$ cat config.mk
export PLATFORM = sky130hd
export DESIGN_NAME = dmem_arbiter_flat
export DESIGN_NICKNAME = d
export VERILOG_FILES = /design/src/rtl/dmem_arbiter_if.sv /design/src/rtl/dmem_arbiter.sv /design/src/flat_wrapper.sv
export SDC_FILE = /design/constraint.sdc
export NUM_CORES = 1
export LEC_CHECK = 0
export CORE_AREA = 3 3 118 120
export CTS_CLUSTER_DIAMETER = 50
export DETAILED_ROUTE_END_ITERATION = 8
export DIE_AREA = 0 0 121 123
export PLACE_DENSITY_LB_ADDON = 0.15
export SETUP_SLACK_MARGIN = 0.05
export SYNTH_ARGS = -nofsm -noshare
export SYNTH_HDL_FRONTEND = slang
export SYNTH_SLANG_ARGS = --single-unit
$ cat constraint.sdc
create_clock -name clk -period 4.5 [get_ports clk]
set_clock_uncertainty 0.15 [all_clocks]
set_input_delay 0.9 -clock clk [delete_from_list [all_inputs] [get_ports clk]]
set_output_delay 0.9 -clock clk [all_outputs]
set_load 0.02 [all_outputs]
$ cat src/rtl/dmem_arbiter_if.sv
// Bus bundle between the two requesters (CPU data side, loader/debug) and the
// shared data-memory port. The arbiter takes the slave view; whatever drives
// requests and models the memory takes the master view.
interface dmem_arbiter_if #(
    parameter int AW = 32,
    parameter int DW = 32
);
    // CPU data side
    logic          cpu_req;
    logic          cpu_we;
    logic          cpu_sb;
    logic [AW-1:0] cpu_addr;
    logic [DW-1:0] cpu_wdata;
    logic          cpu_gnt;
    logic          cpu_stall;
    logic          cpu_rvalid;
    logic [DW-1:0] cpu_rdata;

    // Loader / debug master
    logic          ldr_req;
    logic          ldr_lock;
    logic          ldr_we;
    logic          ldr_sb;
    logic [AW-1:0] ldr_addr;
    logic [DW-1:0] ldr_wdata;
    logic          ldr_gnt;
    logic          ldr_rvalid;
    logic [DW-1:0] ldr_rdata;

    // Data memory port
    logic          mem_we;
    logic          mem_sb;
    logic [AW-1:0] mem_addr;
    logic [DW-1:0] mem_wdata;
    logic [DW-1:0] mem_rdata;

    modport slave (
        input  cpu_req, cpu_we, cpu_sb, cpu_addr, cpu_wdata,
        output cpu_gnt, cpu_stall, cpu_rvalid, cpu_rdata,
        input  ldr_req, ldr_lock, ldr_we, ldr_sb, ldr_addr, ldr_wdata,
        output ldr_gnt, ldr_rvalid, ldr_rdata,
        output mem_we, mem_sb, mem_addr, mem_wdata,
        input  mem_rdata
    );

    modport master (
        output cpu_req, cpu_we, cpu_sb, cpu_addr, cpu_wdata,
        input  cpu_gnt, cpu_stall, cpu_rvalid, cpu_rdata,
        output ldr_req, ldr_lock, ldr_we, ldr_sb, ldr_addr, ldr_wdata,
        input  ldr_gnt, ldr_rvalid, ldr_rdata,
        input  mem_we, mem_sb, mem_addr, mem_wdata,
        output mem_rdata
    );
endinterface

$ cat src/rtl/dmem_arbiter.sv
// Data-memory port arbiter: CPU-first, with a starvation guarantee and a
// bounded locked burst for the loader. Grants and the memory mux are
// combinational; read data comes back one cycle later through per-requester
// registers.
module dmem_arbiter #(
    parameter int AW           = 32,
    parameter int DW           = 32,
    parameter int STARVE_LIMIT = 3,
    parameter int BURST_MAX    = 4
) (
    input  logic            clk,
    input  logic            reset,   // asynchronous, active low
    dmem_arbiter_if.slave   bus
);
    localparam int SW = $clog2(STARVE_LIMIT + 1);
    localparam int BW = $clog2(BURST_MAX + 1);
    // A one-beat "burst" is just a normal grant, so only lock when it can last.
    localparam bit CAN_LOCK = (BURST_MAX > 1);

    typedef enum logic {IDLE = 1'b0, BURST = 1'b1} state_t;

    state_t        state_q, state_d;
    logic [SW-1:0] starve_q, starve_d;
    logic [BW-1:0] beat_q, beat_d;
    logic [BW-1:0] beat_nxt;

    logic          ldr_owed;
    logic          cpu_gnt, ldr_gnt;
    logic          mem_we, mem_sb;
    logic [AW-1:0] mem_addr;
    logic [DW-1:0] mem_wdata;

    logic          cpu_rvalid_q, ldr_rvalid_q;
    logic [DW-1:0] cpu_rdata_q, ldr_rdata_q;

    assign beat_nxt = beat_q + BW'(1);

    // State and counter registers; reset abandons any burst in flight.
    always_ff @(posedge clk or negedge reset) begin
        if (!reset) begin
            state_q  <= IDLE;
            starve_q <= '0;
            beat_q   <= '0;
        end else begin
            state_q  <= state_d;
            starve_q <= starve_d;
            beat_q   <= beat_d;
        end
    end

    // Next state: burst entry/continuation/exit and the loader starvation count.
    always_comb begin
        state_d  = state_q;
        beat_d   = beat_q;
        starve_d = starve_q;
        case (state_q)
            IDLE: begin
                if (ldr_gnt && bus.ldr_lock && CAN_LOCK) begin
                    state_d = BURST;
                    beat_d  = BW'(1);
                end
            end
            BURST: begin
                // Loader gone, lock dropped, or this beat was the last allowed.
                if (!ldr_gnt || !bus.ldr_lock || (beat_nxt >= BW'(BURST_MAX))) begin
                    state_d = IDLE;
                    beat_d  = '0;
                end else begin
                    beat_d  = beat_nxt;
                end
            end
            default: begin
                state_d = IDLE;
                beat_d  = '0;
            end
        endcase

        if (bus.ldr_req && cpu_gnt) begin
            if (starve_q != SW'(STARVE_LIMIT))
                starve_d = starve_q + SW'(1);
        end else if (ldr_gnt || !bus.ldr_req) begin
            starve_d = '0;
        end
    end

    // Outputs: grant priority and the memory-port mux; nothing granted in reset.
    always_comb begin
        ldr_owed  = bus.ldr_req && ((state_q == BURST) || (starve_q == SW'(STARVE_LIMIT)));
        cpu_gnt   = reset && bus.cpu_req && !ldr_owed;
        ldr_gnt   = reset && bus.ldr_req && (ldr_owed || !bus.cpu_req);
        mem_we    = 1'b0;
        mem_sb    = 1'b0;
        mem_addr  = '0;
        mem_wdata = '0;
        if (cpu_gnt) begin
            mem_we    = bus.cpu_we;
            mem_sb    = bus.cpu_sb;
            mem_addr  = bus.cpu_addr;
            mem_wdata = bus.cpu_wdata;
        end else if (ldr_gnt) begin
            mem_we    = bus.ldr_we;
            mem_sb    = bus.ldr_sb;
            mem_addr  = bus.ldr_addr;
            mem_wdata = bus.ldr_wdata;
        end
    end

    // Read return: capture memory data at the edge that ends a granted read.
    always_ff @(posedge clk or negedge reset) begin
        if (!reset) begin
            cpu_rvalid_q <= 1'b0;
            ldr_rvalid_q <= 1'b0;
            cpu_rdata_q  <= '0;
            ldr_rdata_q  <= '0;
        end else begin
            cpu_rvalid_q <= cpu_gnt && !bus.cpu_we;
            ldr_rvalid_q <= ldr_gnt && !bus.ldr_we;
            if (cpu_gnt && !bus.cpu_we) cpu_rdata_q <= bus.mem_rdata;
            if (ldr_gnt && !bus.ldr_we) ldr_rdata_q <= bus.mem_rdata;
        end
    end

    assign bus.cpu_gnt    = cpu_gnt;
    assign bus.ldr_gnt    = ldr_gnt;
    assign bus.cpu_stall  = bus.cpu_req & ~cpu_gnt;
    assign bus.mem_we     = mem_we;
    assign bus.mem_sb     = mem_sb;
    assign bus.mem_addr   = mem_addr;
    assign bus.mem_wdata  = mem_wdata;
    assign bus.cpu_rvalid = cpu_rvalid_q;
    assign bus.cpu_rdata  = cpu_rdata_q;
    assign bus.ldr_rvalid = ldr_rvalid_q;
    assign bus.ldr_rdata  = ldr_rdata_q;
endmodule

$ cat src/flat_wrapper.sv
// flat-port wrapper written by rule: the top's interface ports become plain ports
module dmem_arbiter_flat 
#(
    parameter int AW           = 32,
    parameter int DW           = 32,
    parameter int STARVE_LIMIT = 3,
    parameter int BURST_MAX    = 4
)
  (clk, reset, bus_cpu_req, bus_cpu_we, bus_cpu_sb, bus_cpu_addr, bus_cpu_wdata, bus_cpu_gnt, bus_cpu_stall, bus_cpu_rvalid, bus_cpu_rdata, bus_ldr_req, bus_ldr_lock, bus_ldr_we, bus_ldr_sb, bus_ldr_addr, bus_ldr_wdata, bus_ldr_gnt, bus_ldr_rvalid, bus_ldr_rdata, bus_mem_we, bus_mem_sb, bus_mem_addr, bus_mem_wdata, bus_mem_rdata);
  dmem_arbiter_if #(.AW(AW), .DW(DW)) bus_i ();
  input  logic clk;
  input  logic reset;
  input wire logic [$bits(bus_i.cpu_req)-1:0] bus_cpu_req;
  input wire logic [$bits(bus_i.cpu_we)-1:0] bus_cpu_we;
  input wire logic [$bits(bus_i.cpu_sb)-1:0] bus_cpu_sb;
  input wire logic [$bits(bus_i.cpu_addr)-1:0] bus_cpu_addr;
  input wire logic [$bits(bus_i.cpu_wdata)-1:0] bus_cpu_wdata;
  output wire logic [$bits(bus_i.cpu_gnt)-1:0] bus_cpu_gnt;
  output wire logic [$bits(bus_i.cpu_stall)-1:0] bus_cpu_stall;
  output wire logic [$bits(bus_i.cpu_rvalid)-1:0] bus_cpu_rvalid;
  output wire logic [$bits(bus_i.cpu_rdata)-1:0] bus_cpu_rdata;
  input wire logic [$bits(bus_i.ldr_req)-1:0] bus_ldr_req;
  input wire logic [$bits(bus_i.ldr_lock)-1:0] bus_ldr_lock;
  input wire logic [$bits(bus_i.ldr_we)-1:0] bus_ldr_we;
  input wire logic [$bits(bus_i.ldr_sb)-1:0] bus_ldr_sb;
  input wire logic [$bits(bus_i.ldr_addr)-1:0] bus_ldr_addr;
  input wire logic [$bits(bus_i.ldr_wdata)-1:0] bus_ldr_wdata;
  output wire logic [$bits(bus_i.ldr_gnt)-1:0] bus_ldr_gnt;
  output wire logic [$bits(bus_i.ldr_rvalid)-1:0] bus_ldr_rvalid;
  output wire logic [$bits(bus_i.ldr_rdata)-1:0] bus_ldr_rdata;
  output wire logic [$bits(bus_i.mem_we)-1:0] bus_mem_we;
  output wire logic [$bits(bus_i.mem_sb)-1:0] bus_mem_sb;
  output wire logic [$bits(bus_i.mem_addr)-1:0] bus_mem_addr;
  output wire logic [$bits(bus_i.mem_wdata)-1:0] bus_mem_wdata;
  input wire logic [$bits(bus_i.mem_rdata)-1:0] bus_mem_rdata;
  assign bus_i.cpu_req = bus_cpu_req;
  assign bus_i.cpu_we = bus_cpu_we;
  assign bus_i.cpu_sb = bus_cpu_sb;
  assign bus_i.cpu_addr = bus_cpu_addr;
  assign bus_i.cpu_wdata = bus_cpu_wdata;
  assign bus_cpu_gnt = bus_i.cpu_gnt;
  assign bus_cpu_stall = bus_i.cpu_stall;
  assign bus_cpu_rvalid = bus_i.cpu_rvalid;
  assign bus_cpu_rdata = bus_i.cpu_rdata;
  assign bus_i.ldr_req = bus_ldr_req;
  assign bus_i.ldr_lock = bus_ldr_lock;
  assign bus_i.ldr_we = bus_ldr_we;
  assign bus_i.ldr_sb = bus_ldr_sb;
  assign bus_i.ldr_addr = bus_ldr_addr;
  assign bus_i.ldr_wdata = bus_ldr_wdata;
  assign bus_ldr_gnt = bus_i.ldr_gnt;
  assign bus_ldr_rvalid = bus_i.ldr_rvalid;
  assign bus_ldr_rdata = bus_i.ldr_rdata;
  assign bus_mem_we = bus_i.mem_we;
  assign bus_mem_sb = bus_i.mem_sb;
  assign bus_mem_addr = bus_i.mem_addr;
  assign bus_mem_wdata = bus_i.mem_wdata;
  assign bus_i.mem_rdata = bus_mem_rdata;
  dmem_arbiter #(.AW(AW), .DW(DW), .STARVE_LIMIT(STARVE_LIMIT), .BURST_MAX(BURST_MAX)) u_core (.clk(clk), .reset(reset), .bus(bus_i));
endmodule
==> impl_metrics.csv <==
group,metric,value,unit
synth,yosys_warnings,0,
worst_setup_path,crit_path_end_kind,"primary output",
synth,synth_cells,251,
synth,synth-compound-area-share,18.2,%
synth,syn_avg_cell_area,13.7,sq um
sta,timing.slew.headroom,43.6,%
floorplan,ios,304,
synth,synthAdderAreaFrac,0.727,%
cts,cts_made_buffers,9,
floorplan,num_rows,42,
worst_setup_path,path_common_cell,"clkdlybuf4s50_1",
pwr,p_clk_share,31.9,%
layout,nets,723,
global_route,grtUsageTotal,19.1,%
hold_path,hold_class,"in -> async",
layout,antenna_cells,0,
run_status,status,"finished clean",
placed_design,routabilityCongestion,0.790,
cts,h-tree-depth,3,
layout,drive_above_1_share,17.6,%
pwr,p_leak,2.85,nW
synth,synth_area,3440,sq um
sta,fin_tns_setup,0,ns
worst_setup_path,cp_cell_sequence,"clkdlybuf4s50_1 > nor3b_4 > nor2_4 > buf_12 > a22o_1 > clkdlybuf4s50_1",
synth,synthesis.nets,422,
floorplan,die_h,123,microns
route,wl_per_cell,20.3,microns
worst_setup_path,worstSetupPathType,"in -> out",
global_route,top_usage_layer,"met2",
cts,cts_tree,"built",
sta,finalCriticalPeriod,4.15,ns
cts,post_cts_buffers,0,
route,firstDrtPassIters,4,
worst_setup_path,crit_slowest_cell,"clkdlybuf4s50_1",
route,ant_nets,0,
pwr,swShare,28.8,%
route,wl,14900,microns
sta,rsz0062_at_grt,"no",
route,viasPerCell,4.66,
pwr,cellPowerDensity,371,nW/um^2
synth,ys_ff_latch,72,
synth,synth_mux_area_share,20.9,%
pwr,p_int,1.85,mW
sta,fmax,0.241,GHz
floorplan,core_area,13100,sq um
synth,synth_seq_area_share,52.4,%
cts,clk_pin_slew_worst_paths,0.06,ns
sta,finalCritPeriodShare,92.2,%
synth,synth_top_family_by_area,"multiplexers",
global_route,overflow,0,
route,drt_iter0_drc,149,
synth,synth_edf_count,0,
cts,clockBufferDepth,2,
sta,timing.hold.ws,0.254,ns
synth,synth_xor_xnor_area_share,0.255,%
worst_setup_path,max_stage_delay,0.56,ns
global_route,grtUsageMet3,7.09,%
layout,area_growth,103,%
cts,clk_latency,0.32,ns
route,vias,3419,
worst_setup_path,critical_path_arrival,3.10,ns
pwr,seqPwrFrac,32.3,%
synth,ys.flop_type,"dfrtp_1",
run,maxCapViolations,0,
global_route,grt_max_degree,67,
pwr,comb_power_share,35.7,%
sta,hold_viol_final,0,
global_route,grt_pass1_wl,21400,microns
route,drc,0,
placed_design,io_buffers,303,
global_route,antenna_found_initial,0,
cts,holdBufCountCts,0,
global_route,grt_pass1_vias,3522,
synth,ys_types,31,
global_route,grt.met1_usage,21.9,%
cts,clock-root-buffer,"clkbuf_16",
worst_setup_path,critPathMaxFanout,38,
synth,synthSimpleGateAreaFrac,3.71,%
pwr,p_sw,0.748,mW
pwr,ir_drop,0.245,mV
floorplan,initial_core_util,26.3,%
cts,clock_sinks,72,
sta,setup_viol,0,
worst_setup_path,required,3.45,ns
worst_setup_path,cp-start-kind,"input port",
cts,cts.repair.resized,0,
global_route,use_met2,32.4,%
synth,async_reset_ff_share,100,%
sta,worst_pin_slew,0.846,ns
sta,drv_slew,0,
floorplan,dieWidth,121,microns
floorplan,die_area,14900,sq um
placed_design,hpwl,11800,microns
layout,fill_cells,1154,
## synthesized netlist by cell type (all sizes together) (2+ instances only)
library cell / n / area [sq um]
clkbuf: 2 / 7.51
nor3b: 2 / 26.3
o21ai: 2 / 10.0
nor2: 2 / 10.0
nand3: 2 / 10.0
nand2b: 3 / 18.8
nand2: 3 / 11.3
buf: 18 / 120
ha: 2 / 25.0
a22o: 66 / 578
a21boi: 2 / 15.0
mux2: 64 / 721
dfrtp: 72 / 1800
## power by group through the flow
stage | logic, mW | clock network [mW] | registers (mW)
floorplan | 0.234 | 0 | 1.00
global placement | 0.931 | 0 | 0.842
detailed placement | 0.936 | 0 | 0.849
CTS | 0.941 | 0.855 | 0.840
global route | 0.980 | 0.876 | 0.856
finish | 0.927 | 0.828 | 0.839
## area by class of cell
type	count	area (sq um)	share of cell area, %
Sequential cell	72	1800	25.8
Multi-Input combinational cell	158	1510	21.6
Clock inverter	7	126	1.81
Clock buffer	9	225	3.22
Inverter	1	3.75	0.0537
Timing Repair Buffer	310	3100	44.4
Tap cell	176	220	3.15
## metal layers
metal,wire (microns),vias to the layer above
li1,-,1564
met1,5700,1671
met2,7380,163
met3,1450,21
met4,367,0
met5,0,-
## cell families (layout without fill, tap and decap cells)
family,after synthesis,in the layout
mux,64,64
compound gates,73,73
fa+ha+maj,2,2
xor+xnor,1,1
simple gates,18,18
flops,72,72
buf+inv,21,327
## critical path, delay by kind of cell
family	cells	cell delay, ns
AO/OA/AOI/OAI	1	0.30
buffers and inverters	3	1.30
AND/OR/NAND/NOR	2	0.59
## sequential cells by signal (all words and copies together) (netlist names)
| signal | count |
|---|---|
| u_core.beat_q | 3 |
| u_core.starve_q | 2 |
| u_core.state_q | 1 |
| u_core.bus.cpu_rdata | 32 |
| u_core.bus.cpu_rvalid | 1 |
| u_core.bus.ldr_rdata | 32 |
| u_core.bus.ldr_rvalid | 1 |
## through the flow
stage | area [sq um] | setup WS (ns) | utilization [%] | power, mW | std cells
floorplan | 3440 | 1.49 | - | 1.23 | 251
global placement | 6640 | 0.390 | 50.8 | 1.77 | 717
detailed placement | 6640 | 0.355 | 50.8 | 1.78 | 717
CTS | 6990 | 0.345 | 53.5 | 2.64 | 733
global route | 6990 | 0.254 | 53.5 | 2.71 | 733
finish | 6990 | 0.349 | 53.5 | 2.59 | 733
## worst paths after layout
path	endpoint	slack (ns)	from	cells past startpoint
max reg2reg	u_core.bus.ldr_rdata[27]	2.44	u_core.starve_q[0]	5
max	bus_mem_addr[11]	0.35	bus_cpu_req	6
max in group asynchronous	u_core.bus.ldr_rdata[5]	2.88	reset	2
min in group clk	u_core.bus.ldr_rdata[28]	0.33	u_core.bus.ldr_rdata[28]	1
min reg2reg	u_core.bus.ldr_rdata[28]	0.33	u_core.bus.ldr_rdata[28]	1
min	u_core.beat_q[1]	0.25	reset	1
## layout by cell type (no fill, tap or decap), types with 2 or more instances in the layout
cell type	count
dfrtp_1	72
clkbuf_16	9
a22o_1	66
nand3_1	2
clkdlybuf4s50_1	295
a21boi_0	2
buf_12	3
nand2_1	3
nand2b_1	3
mux2_2	62
ha_1	2
bufinv_16	3
mux2_1	2
buf_4	12
No activity file was read; power rests on OpenSTA's default activity.
==> patch 1 (same flow settings) <==
`DW` is set to 32 in 3 places; all go to 36.
--- a/src/rtl/dmem_arbiter_if.sv
+++ b/src/rtl/dmem_arbiter_if.sv
@@ -3,7 +3,7 @@
 // requests and models the memory takes the master view.
 interface dmem_arbiter_if #(
     parameter int AW = 32,
-    parameter int DW = 32
+    parameter int DW = 36
 );
     // CPU data side
     logic          cpu_req;
--- a/src/rtl/dmem_arbiter.sv
+++ b/src/rtl/dmem_arbiter.sv
@@ -4,7 +4,7 @@
 // registers.
 module dmem_arbiter #(
     parameter int AW           = 32,
-    parameter int DW           = 32,
+    parameter int DW           = 36,
     parameter int STARVE_LIMIT = 3,
     parameter int BURST_MAX    = 4
 ) (
--- a/src/flat_wrapper.sv
+++ b/src/flat_wrapper.sv
@@ -2,7 +2,7 @@
 module dmem_arbiter_flat 
 #(
     parameter int AW           = 32,
-    parameter int DW           = 32,
+    parameter int DW           = 36,
     parameter int STARVE_LIMIT = 3,
     parameter int BURST_MAX    = 4
 )
Interface: changed (6 resized); port bits go from 304 to 328. The function was not compared with the original's and may differ.
==> patch 1 against the unedited design <==
Synthesized cell count grew 8.4%; largest power group unchanged; worst hold slack gained 0.098 ns; sequential cell count rose by 8; synthesized area grew 9.1%; worst setup slack worse by 0.14 ns; power grew 1.7%; highest routed layer is now met5; critical path type unchanged; routed wire length increased by 15%; critical endpoint is now bus_mem_wdata[17]; cell area rose by 8.4%.
==> patch 1: results (changes against the unedited design) <==
metric,value,unit,change
ff2ff_setup_slack,2.15,ns,-0.29 ns
switching_share,0.3038,,+0.01534
grt_antenna_before_repair,4,,+4
slew_headroom,0.3113,,-0.1248
worstSetupEndpoint,bus_mem_wdata[17],,
grt_pass1_wl,24070,microns,+13%
rr_endpoint,u_core.bus.cpu_rdata[2],,
routed-via-count,3744,,+9.5%
dp_hpwl,14110,microns,+20%
synth_area_leaders,"dfrtp_1, mux2_2, a22o_1",,
clkPwrFrac,0.248,,-0.071
gp_congestion,0.8314,,+5.3%
ys_seq_area_frac,0.5333,,+0.009697
max-vdd-ir-drop,194.5,uV,-21%
synthXorXnorAreaFrac,0.002333,,-0.0002121
ys_top_cells_by_count,"dfrtp_1, mux2_2, a22o_1",,
synth_compound_area_frac,0.1760,,-0.005818
syn_nets,455,,+7.8%
hp-class,flip-flop to flip-flop,,
yosys.cell_types.count,29,,-6.5%
wl,17070,microns,+15%
share_comb_of_total_power,0.397,,+0.040
status,finished clean,,
dp.cells,760,,+6.0%
hold_ws,0.3522,ns,+0.09787 ns
grt_max_degree,87,,+30%
grt_pass1_vias,3902,,+11%
synthAdderAreaFrac,0.006667,,-0.0006061
max_stage_delay,0.63,ns,+0.07 ns
p_comb,1.05,mW,+13%
setup_slack,0.2096,ns,-0.1394 ns
ant_nets,0,,unchanged
path_max_fanout,38,,unchanged
drt_iter0_markers,213,,+43%
vias_per_cell,4.812,,+3.2%
synthMuxAreaShare,0.2160,,+0.006545
preCtsSetupSlack,0.2248,ns,-0.1300 ns
fillCellCount,1087,,-5.8%
p_leak,3.099,nW,+8.7%
r2r_cells,4,,-1
area_delta_synth_final,101.9,%,
fin_nets,778,,+7.6%
patch 1: changes by cell type after synthesis, moves of 3 or more:
cell | unedited run | this run
buf_4 | 6 | 3
dfrtp_1 | 72 | 80
buf_1 | 3 | 0
buf_2 | 6 | 2
clkbuf_1 | 2 | 13
a22o_1 | 66 | 70
mux2_2 | 62 | 71
patch 1: metal layers:
layer  part of all wire  global-route usage
met1               0.40              0.2814
met2               0.48              0.3491
met3              0.094             0.07960
met4              0.027             0.07649
met5             0.0022                   0
patch 1: logic make-up after synthesis:
kind of cell               after synthesis
and+or+nand+nor                         18
muxes                                   72
DFF                                     80
AOI/OAI and AO/OA                       77
xor gates and xnor gates                 1
adders and majority gates                2
buffers and inverters                   22
patch 1: layout make-up:
cell class                 count  area share
clock inverter                 3    0.002311
timing repair buffer         333      0.4537
inverter                       1   0.0004953
multi-input combinational    170      0.2166
tap                          176     0.02906
clock buffer                  13     0.03302
sequential                    80      0.2642
antenna                        2   0.0006604
==> patch 2 (same flow settings) <==
Without the edit above. Reset style: synchronous (`reset`), changed in 2 clocked blocks. Comments in the files are not updated.
--- a/src/rtl/dmem_arbiter.sv
+++ b/src/rtl/dmem_arbiter.sv
@@ -36,7 +36,7 @@
     assign beat_nxt = beat_q + BW'(1);
 
     // State and counter registers; reset abandons any burst in flight.
-    always_ff @(posedge clk or negedge reset) begin
+    always_ff @(posedge clk) begin
         if (!reset) begin
             state_q  <= IDLE;
             starve_q <= '0;
@@ -106,7 +106,7 @@
     end
 
     // Read return: capture memory data at the edge that ends a granted read.
-    always_ff @(posedge clk or negedge reset) begin
+    always_ff @(posedge clk) begin
         if (!reset) begin
             cpu_rvalid_q <= 1'b0;
             ldr_rvalid_q <= 1'b0;
Function: differs if reset is asserted again (counterexample within 4 cycles, from zero or initial values and one cycle with reset low); with reset held inactive, the same outputs for 10 cycles.
==> patch 2 against the unedited design <==
Routed wire length increased by 9.0%; non-clock buffer count up 2; sequential cell count did not move; global-route usage grew 1.5 points; power down 26%; maximum frequency decreased by 1.8%; first-iteration DRC count grew 140%; worst setup slack got worse by 0.076 ns; cell area down 3.3%; synthesized area decreased by 3.7%; synthesized cell count grew 61%; highest routed layer unchanged.
==> patch 2: results (changes against the unedited design) <==
metric,value,unit,change
switching_share,0.2703,,-0.01817
ys_top_cells_by_count,"dfxtp_1, a22o_1, nand2_1, nand3_1, o21ai_1",,
p_leak,2.542,nW,-11%
syn_nets,575,,+36%
synthAdderAreaFrac,0.007553,,+0.0002801
pg_seq,0.681,mW,-19%
worst_slew_pin_slew,0.7356,ns,-0.1103 ns
synthCells,404,,+61%
grt_usage,0.2058,,+0.01453
drt-wirelength-per-cell,18.86,microns,-7.2%
clock_cell_area_share,0.04530,,-0.004965
status,finished clean,,
wl,16240,microns,+9.0%
ys_seq_area_frac,0.4350,,-0.08859
synth_ff_type,dfxtp_1,,
syn_area_per_cell,8.201,sq um,-40%
synthMuxAreaShare,0.003399,,-0.2061
seq_share,0.2130,,-0.04459
seq_power_share,0.355,,+0.032
multi_input_cells,285,,+80%
hp-class,flip-flop to flip-flop,,
grt_max_degree,71,,+6.0%
placed_cell_area,6460,sq um,-2.7%
post_cts_buffers,0,,unchanged
multi_input_area,1663,sq um,+9.8%
n_all_inverters,0,,-1
grt_pass1_vias,4081,,+16%
n_all_buffers,312,,+0.65%
layout.nonclk_buf_frac,0.4634,,+0.01974
yosys.cell_types.count,24,,-23%
numPortBuffers,303,,unchanged
synth_compound_area_frac,0.2821,,+0.1003
drive_above_1_share,0.05401,,-0.1219
synthXorXnorAreaFrac,0.002644,,+0.00009805
dp.cells,845,,+18%
pg_clk,0.727,mW,-12%
clkbuf_count,11,,+2
drt_iter0_markers,351,,+140%
dp_hpwl,12210,microns,+3.9%
async_flop_share,0,,-1.000
synth_area_leaders,"dfxtp_1, a22o_1, nand3_1",,
vias_per_cell,4.771,,+2.3%
preCtsSetupSlack,0.2903,ns,-0.06454 ns
path_max_fanout,67,,+76%
max-vdd-ir-drop,139.1,uV,-43%
max_stage_delay,0.60,ns,+0.04 ns
==> patch 2: cell types whose count changed in the layout (fill, tap and decap cells not counted), moves of 60 or more <==
cell / change
nand2_1: +62
o21ai_1: +60
dfrtp_1: -72
dfxtp_1: +72
mux2_2: -62
nand3_1: +63
==> patch 2: worst paths after layout <==
| check | endpoint | slack, ns | start | cells after the start |
|---|---|---|---|---|
| max | bus_mem_addr[28] | 0.27 | bus_cpu_req | 6 |
| min | u_core.beat_q[2] | 0.29 | u_core.beat_q[2] | 2 |
| max reg2reg | u_core.bus.ldr_rdata[6] | 2.09 | u_core.starve_q[0] | 6 |
| min reg2reg | u_core.beat_q[2] | 0.29 | u_core.beat_q[2] | 2 |
==> patch 2: metal layers <==
layer	GRT usage	part of all wire	vias up
li1	-	-	2010
met1	0.2660	0.41	1900
met2	0.3143	0.46	180
met3	0.09103	0.11	18
met4	0.05312	0.016	0
met5	0	0	-
